--- config.mk ---
export PLATFORM = sky130hd
export DESIGN_NAME = imem_loader
export DESIGN_NICKNAME = d
export VERILOG_FILES = /design/src/rtl/imem_loader_pkg.sv /design/src/rtl/imem_word_packer.sv /design/src/rtl/imem_loader.sv
export SDC_FILE = /design/constraint.sdc
export NUM_CORES = 1
export LEC_CHECK = 0
export ABC_AREA = 1
export CELL_PAD_IN_SITES_DETAIL_PLACEMENT = 0
export CELL_PAD_IN_SITES_GLOBAL_PLACEMENT = 1
export CORE_ASPECT_RATIO = 0.8
export CORE_MARGIN = 3
export CORE_UTILIZATION = 40
export CTS_BUF_LIST = sky130_fd_sc_hd__clkbuf_16
export CTS_CLUSTER_DIAMETER = 40
export DETAILED_ROUTE_END_ITERATION = 12
export PLACE_DENSITY = 0.83
export SYNTH_ARGS = -nofsm -noshare
export SYNTH_HDL_FRONTEND = slang
export SYNTH_SLANG_ARGS = --single-unit
--- constraint.sdc ---
create_clock -name clk -period 1.9 [get_ports clk]
set_input_delay 0.38 -clock clk [delete_from_list [all_inputs] [get_ports clk]]
set_output_delay 0.38 -clock clk [all_outputs]
set_load 0.05 [all_outputs]
--- src/rtl/imem_loader_pkg.sv ---
// Shared types and constants for the boot-time instruction-memory loader.
package imem_loader_pkg;

    typedef enum logic [2:0] {
        S_LEN0,
        S_LEN1,
        S_DATA,
        S_CSUM,
        S_DONE,
        S_ERR
    } state_e;

    localparam int HDR_BYTES      = 2;
    localparam int BYTES_PER_WORD = 4;

    // States in which the loader is willing to take a byte from the source.
    function automatic logic is_rx_state(input state_e s);
        return (s == S_LEN0) || (s == S_LEN1) || (s == S_DATA) || (s == S_CSUM);
    endfunction

endpackage

--- src/rtl/imem_word_packer.sv ---
// Packs a little-endian byte stream into 32-bit words; the word is presented
// combinationally in the same cycle its last byte arrives.
module imem_word_packer
    import imem_loader_pkg::*;
(
    input  logic        clk,
    input  logic        clr,
    input  logic        in_vld,
    input  logic [7:0]  in_dat,
    output logic        word_valid,
    output logic [31:0] word
);

    localparam int CNT_W = $clog2(BYTES_PER_WORD);

    logic [CNT_W-1:0] cnt_q;
    logic [31:0]      sr_q;

    // Shift right so the first byte of a word ends up in the low lane.
    assign word       = {in_dat, sr_q[31:8]};
    assign word_valid = in_vld && (cnt_q == CNT_W'(BYTES_PER_WORD - 1));

    always_ff @(posedge clk) begin
        if (clr) begin
            cnt_q <= '0;
            sr_q  <= '0;
        end else if (in_vld) begin
            cnt_q <= cnt_q + 1'b1;
            sr_q  <= word;
        end
    end

endmodule

--- src/rtl/imem_loader.sv ---
// Receives a length-prefixed, XOR-checksummed byte frame and writes it into
// instruction memory, holding the core until the image is complete and verified.
module imem_loader
    import imem_loader_pkg::*;
#(
    parameter int ADDR_W  = 10,
    parameter int TIMEOUT = 100000
) (
    input  logic              clk,
    input  logic              rst,
    input  logic [7:0]        rx_data,
    input  logic              rx_valid,
    output logic              rx_ready,
    input  logic              reload,
    output logic              imem_we,
    output logic [ADDR_W-1:0] imem_addr,
    output logic [31:0]       imem_wdata,
    output logic              core_hold,
    output logic              done,
    output logic              err,
    output logic [ADDR_W:0]   words_loaded
);

    localparam int               LEN_W     = HDR_BYTES * 8;
    localparam int               GAP_W     = $clog2(TIMEOUT + 1);
    localparam logic [LEN_W:0]   MAX_WORDS = (LEN_W + 1)'(2 ** ADDR_W);

    state_e              state_q;
    logic [7:0]          len_lo_q;
    logic [ADDR_W:0]     len_q;
    logic [7:0]          xor_q;
    logic [GAP_W-1:0]    gap_q;
    logic [ADDR_W:0]     words_q;
    logic                imem_we_q;
    logic [ADDR_W-1:0]   imem_addr_q;
    logic [31:0]         imem_wdata_q;
    logic                core_hold_q;
    logic                done_q;
    logic                err_q;

    logic                xfer;
    logic [LEN_W-1:0]    len_d;
    logic                len_over;
    logic [ADDR_W:0]     words_d;
    logic                last_word;
    logic                gap_state;
    logic                gap_expire;
    logic                word_valid;
    logic [31:0]         word;

    assign rx_ready   = is_rx_state(state_q) && !reload;
    assign xfer       = rx_valid && rx_ready;
    assign len_d      = {rx_data, len_lo_q};
    assign len_over   = {1'b0, len_d} > MAX_WORDS;
    assign words_d    = words_q + 1'b1;
    assign last_word  = (words_d == len_q);
    assign gap_state  = (state_q == S_LEN1) || (state_q == S_DATA) || (state_q == S_CSUM);
    // Expire on the idle cycle that would bring the counter up to TIMEOUT.
    assign gap_expire = gap_state && !xfer && (gap_q == GAP_W'(TIMEOUT - 1));

    imem_word_packer u_packer (
        .clk        (clk),
        .clr        (rst || reload),
        .in_vld     (xfer && (state_q == S_DATA)),
        .in_dat     (rx_data),
        .word_valid (word_valid),
        .word       (word)
    );

    always_ff @(posedge clk) begin
        if (rst) begin
            state_q      <= S_LEN0;
            len_lo_q     <= '0;
            len_q        <= '0;
            xor_q        <= '0;
            gap_q        <= '0;
            words_q      <= '0;
            imem_we_q    <= 1'b0;
            imem_addr_q  <= '0;
            imem_wdata_q <= '0;
            core_hold_q  <= 1'b1;
            done_q       <= 1'b0;
            err_q        <= 1'b0;
        end else if (reload) begin
            // Previously written words and the last address/data stay put.
            state_q     <= S_LEN0;
            xor_q       <= '0;
            gap_q       <= '0;
            words_q     <= '0;
            imem_we_q   <= 1'b0;
            core_hold_q <= 1'b1;
            done_q      <= 1'b0;
            err_q       <= 1'b0;
        end else begin
            imem_we_q <= 1'b0;

            if (xfer) begin
                gap_q <= '0;
            end else if (gap_state) begin
                gap_q <= gap_q + 1'b1;
            end

            if (xfer && (state_q != S_CSUM)) begin
                xor_q <= xor_q ^ rx_data;
            end

            if (word_valid) begin
                imem_we_q    <= 1'b1;
                imem_addr_q  <= words_q[ADDR_W-1:0];
                imem_wdata_q <= word;
                words_q      <= words_d;
            end

            case (state_q)
                S_LEN0: begin
                    if (xfer) begin
                        len_lo_q <= rx_data;
                        state_q  <= S_LEN1;
                    end
                end
                S_LEN1: begin
                    if (xfer) begin
                        len_q <= (ADDR_W + 1)'(len_d);
                        if (len_over) begin
                            state_q <= S_ERR;
                            err_q   <= 1'b1;
                        end else if (len_d == '0) begin
                            state_q <= S_CSUM;
                        end else begin
                            state_q <= S_DATA;
                        end
                    end
                end
                S_DATA: begin
                    if (word_valid && last_word) begin
                        state_q <= S_CSUM;
                    end
                end
                S_CSUM: begin
                    if (xfer) begin
                        if (rx_data == xor_q) begin
                            state_q     <= S_DONE;
                            done_q      <= 1'b1;
                            core_hold_q <= 1'b0;
                        end else begin
                            state_q <= S_ERR;
                            err_q   <= 1'b1;
                        end
                    end
                end
                default: ;
            endcase

            if (gap_expire) begin
                state_q <= S_ERR;
                err_q   <= 1'b1;
            end
        end
    end

    assign imem_we      = imem_we_q;
    assign imem_addr    = imem_addr_q;
    assign imem_wdata   = imem_wdata_q;
    assign core_hold    = core_hold_q;
    assign done         = done_q;
    assign err          = err_q;
    assign words_loaded = words_q;

endmodule
== Word-level counts from Yosys, hierarchy flattened ==
Index checks and enable logic that the tools add are counted.
Operators by class
  div/mod/pow operators: 0
  shift-type cells: 0
  mux-type cells: 16
  $lt $le $gt $ge: 1
  bitwise gates (word level): 2
  $add $sub $neg: 3
  $mul: 0
  reductions and logical operators: 31
  equal/unequal tests: 18
Operators by type and width (number)
  3-bit two-way mux: 6
  17-bit by 1-bit adder with 17-bit output, second input constant: 1
  17-bit == test, second input constant: 1
  16-bit by 11-bit > comparator with 1-bit output, second input constant: 1
  16-bit logical NOT: 1
  3-bit != test, second input constant: 5
  5-bit AND reduction: 3
  3-bit case mux with 4 select lines: 1
  11-bit by 1-bit adder with 11-bit output, second input constant: 1
  11-bit == test: 1
  3-bit AND reduction: 3
  8-bit == test: 1
  1-bit logical AND: 8
  1-bit two-way mux: 8
  8-bit XOR: 1
  3-bit by 2-bit == test with 1-bit output, second input constant: 2
  1-bit logical OR: 6
  2-bit != test, second input constant: 3
  3-bit by 2-bit != test with 1-bit output, second input constant: 2
  3-bit OR reduction: 2
  5-bit nonzero test: 1
  4-bit nonzero test: 1
  3-bit by 1-bit == test with 1-bit output, second input constant: 1
  3-bit logical NOT: 1
  9 further kinds: 10
Word-level totals
  word-level logic and storage cells: 86
  memory bits (read-only): 0
  memories: 0
  bits in registers: 138
  bits in latches: 0
  RAM bits: 0

== Depth between registers and ports, before layout ==
  depth in word-level cells: 12
  mapped depth: 15
  depth with buffers taken out: 15

== By module ==
A second synthesis with hierarchy kept.
Unflattened totals
  cells, all modules: 809
  area total of the unflattened synthesis: 5813.1 um2
Modules (own cells, without submodules)
  imem_loader: area each 4626.9 um2, cells each 634, instances 1
  imem_word_packer: area each 1186.1 um2, cells each 175, instances 1

== Worst setup path before layout ==
OpenSTA, ideal clock, no wires.
  path kind: register to register
  start point: register words_q[0] (netlist: words_loaded[0])
  end point: register state_q[1]
  path buffers: 0
  setup time: 113 ps
  data arrival time: 2015 ps
  period minus slack after synthesis: 2128 ps
  data required time: 1787 ps
  path slack: -228 ps
  cell stages (with the launch flop): 14
  cell sequence: dfxtp_1 -> ha_1 -> nand2_2 -> nor2_4 -> nand3_1 -> nand2_1 -> nand2_1 -> xor2_1 -> nor2_1 -> nand2_1 -> o21ai_1 -> nand2_1 -> nand2_1 -> nor2_1
On the way
  longest elaborated chain between the ends: 5
RTL lines
  start: declaration: RTL line imem_loader.sv:33  | logic [ADDR_W:0] words_q;
  start signal: assignment: RTL line imem_loader.sv:111  | words_q <= words_d;
  11-bit by 1-bit adder with 11-bit output: RTL line imem_loader.sv:55  | assign words_d = words_q + 1'b1;
  11-bit == test: RTL line imem_loader.sv:56  | assign last_word = (words_d == len_q);
  1-bit logical AND: RTL line imem_loader.sv:135  | if (word_valid && last_word) begin
  2-bit by 1-bit != test with 1-bit output (no line)
  5-bit AND reduction (no line)
  end signal: assignment: RTL line imem_loader.sv:136  | state_q <= S_CSUM;
  end signal: assignment: RTL line imem_loader.sv:142  | state_q <= S_DONE;
  end signal: assignment: RTL line imem_loader.sv:146  | state_q <= S_ERR;
  end: declaration: RTL line imem_loader.sv:28  | state_e state_q;
Every way passes these cells.
A chain may end at the register's enable or synchronous reset.

== Worst setup path after layout ==
  start point: register words_q[1] (netlist: words_loaded[1])
  end point: register state_q[0]
On the way
  longest elaborated chain between the ends: 5
RTL lines (RTL line)
  11-bit by 1-bit adder with 11-bit output: imem_loader.sv:55
  11-bit == test: imem_loader.sv:56
  1-bit logical AND: imem_loader.sv:135
  3-bit by 2-bit != test with 1-bit output (no line)
  5-bit AND reduction (no line)
Every way passes these cells.

==> results.py <==
metrics = {
    "layout": {
        "final_util_pct": 56.0,
        "syn2layout_area_growth_pct": 34.9,
        "regArea_um2": 2610,
        "multi_input_area_um2": 2540,
        "layout-drive-gt1-share_pct": 20.4,
        "n_antenna_cell": 0,
        "stdcell_area_um2": 7290,
        "nFillCells": 1225,
        "final_nets": 852,
        "final_cells": 1025,
    },
    "setup_path": {
        "critPathMaxFanout": 5,
        "r2r-start": "words_loaded[1]$_SDFFE_PP0P_",
        "crit_required_ns": 2.21,
        "crit_start": "words_loaded[1]$_SDFFE_PP0P_",
        "worstPathArrival_ns": 2.14,
        "crit_path_end_kind": "flop",
        "startpoint_type": "flop",
        "criticalPathCategory": "reg2reg",
    },
    "synthesis": {
        "synth_area_leaders": "dfxtp_1, o21ai_0, nor2_1",
        "synth_top_area_cell": "dfxtp_1",
        "syn_area_um2": 5400,
        "synthTopCellsByCount": "nor2_1, dfxtp_1, o21ai_0, nand2_1, a21oi_1",
        "syn_inst": 720,
        "syn_nets": 735,
        "synth_edf_count": 0,
        "synth.most_common_cell": "nor2_1",
        "yosysWarnings": 0,
        "async_flop_share_pct": 0,
        "synth_area_per_cell_um2": 7.50,
        "ys_seq_elements": 130,
        "ys_types": 36,
        "synth_flop_cell": "dfxtp_1",
        "yosys.area.top_type_share_pct": 48.2,
        "ys_seq_area_share_pct": 48.2,
    },
    "routing": {
        "first_pass_iters": 4,
        "drc_errors": 0,
        "wire_per_inst_um": 14.0,
        "dr_total_vias": 5110,
        "drt_iter0_drc": 282,
        "viasPerCell": 4.99,
        "wl_mm": 14.4,
        "ant_nets": 0,
    },
    "cts": {
        "clock_latency_ns": 0.42,
        "hold_buffers": 0,
        "numClockSinks": 130,
        "cts_buffers": 17,
        "root_buffer": "clkbuf_16",
        "clockBufferDepth": 2,
        "cts_tree": "built",
        "htree_levels": 4,
        "path_clk_slew_ns": 0.06,
    },
    "sta": {
        "drv_slew": 0,
        "hold_viol": 0,
        "setup_violations": 0,
        "whs_ns": 0.461,
        "fin_crit_sh_pct": 96.4,
        "rsz0062_at_grt": "true",
        "fin_skew_ns": 0.00909,
        "tns_ns": 0,
        "worst_pin_slew_ns": 0.500,
        "slew_headroom_pct": 66.8,
        "fin_crit_ns": 1.83,
        "setup_ws_ns": 0.0690,
        "fmax_mhz": 546,
    },
    "power": {
        "p_leak_nw": 3.19,
        "p_total_mw": 6.34,
        "p_per_area_nw_per_um2": 869,
        "peakVddDrop_v": 0.000586,
    },
    "global_routing": {
        "grt_pass1_vias": 4780,
        "antenna_found_initial": 0,
        "grt_max_degree": 55,
        "grt-ovfl-total": 0,
        "grt_pass1_wl_mm": 23.6,
        "track_usage_pct": 20.1,
    },
    "floorplanning": {
        "die-area_um2": 14900,
        "fp-row-count": 37,
        "dieWidth_um": 136,
        "start_util_pct": 41.5,
        "io_pins": 70,
        "core_um2": 13000,
        "die_h_um": 110,
    },
    "placed_design": {
        "portBuffers": 69,
        "dp_hpwl_mm": 10.1,
        "dp.cells": 991,
        "place_area_um2": 6620,
        "pre_cts_slack_ns": -0.240,
        "gp_congestion": 0.903,
    },
    "min_path": {
        "hp-start": "core_hold$_SDFFE_PP1P_",
        "hp-class": "reg2reg",
    },
    "job": {
        "maxCapViolCount": 0,
    },
    "status": {
        "status": "complete, no violations",
    },
}
-- cell usage in the layout (no fill, tap or decap), types with 9 or more instances in the layout --
cell             count
nor2_1             133
dfxtp_1            124
o21ai_0            109
buf_4               84
nand2_1             67
a21oi_1             63
inv_1               62
dlygate4sd2_1       25
nand3_1             24
clkbuf_16           18
nor3_1              12
nand2_2             11
clkdlybuf4s50_1     11
nand4_1             10
xor2_1               9
-- layout make-up --
class / instances / share of cell area (%)
repair buffers: 126 / 14.8
well taps: 175 / 3.00
inverters: 67 / 3.45
flip-flops and latches: 130 / 35.8
multi-input cells: 495 / 34.8
clock buffers: 18 / 6.18
clock inverters: 14 / 1.91
-- state kept, by name, summed over array words and instances (netlist names) --
name	count
words_loaded	11
u_packer.sr_q	24
done	1
xor_q	8
imem_wdata	32
len_q	11
imem_we	1
gap_q	17
imem_addr	10
err	1
state_q	3
len_lo_q	8
core_hold	1
u_packer.cnt_q	2
-- metal layers --
| metal | part of all wire, % | track usage (%) | vias up |
|---|---|---|---|
| li1 | - | - | 2621 |
| met1 | 50 | 28.3 | 2348 |
| met2 | 44 | 30.6 | 130 |
| met3 | 5.6 | 5.76 | 11 |
| met4 | 0.88 | 4.96 | 0 |
| met5 | 0 | 0 | - |
-- logic make-up after synthesis --
group	count (synthesis)	synth area share [%]
AND/OR/NAND/NOR	291	24.3
adder cells (fa/ha/maj)	3	0.695
flip-flops	130	48.2
XOR/XNOR	15	2.43
AO/OA/AOI/OAI	186	17.7
buffers and inverters	95	6.74
-- repair_timing --
action	4_1_cts	5_1_grt
gates cloned	0	0
resized for setup	27	26
setup buffers	0	2
endpoints found under the setup margin	27	4
endpoints found under the hold margin	0	0
pin swaps	1	11
-- report_power, final --
group | internal (mW) | total, mW | switching (mW)
combinational | 0.146 | 0.350 | 0.204
sequential | 2.76 | 2.77 | 0.0165
clock | 1.99 | 3.21 | 1.22
total | 4.90 | 6.34 | 1.44
-- critical path: stages, from the launching register on --
cell and delay (ns):
dfxtp_2 0.35, buf_4 0.15, nand2_1 0.09, nor2_4 0.19
nand3_2 0.10, nand2_2 0.09, nand3_1 0.06, nand2_1 0.06
nand3_1 0.10, nor2_2 0.16, nand2_2 0.09, nand2_2 0.11
nand3_2 0.07, nand2_1 0.06, nor2_1 0.04
-- final timing paths --
check	cells past startpoint	to	slack, ns
hold reg to reg	2	core_hold$_SDFFE_PP1P_	0.46
setup / recovery	14	state_q[0]$_SDFFE_PP0P_	0.07
hold / removal	2	core_hold$_SDFFE_PP1P_	0.46
setup reg to reg	14	state_q[0]$_SDFFE_PP0P_	0.07
No activity file was read; power rests on OpenSTA's default activity.
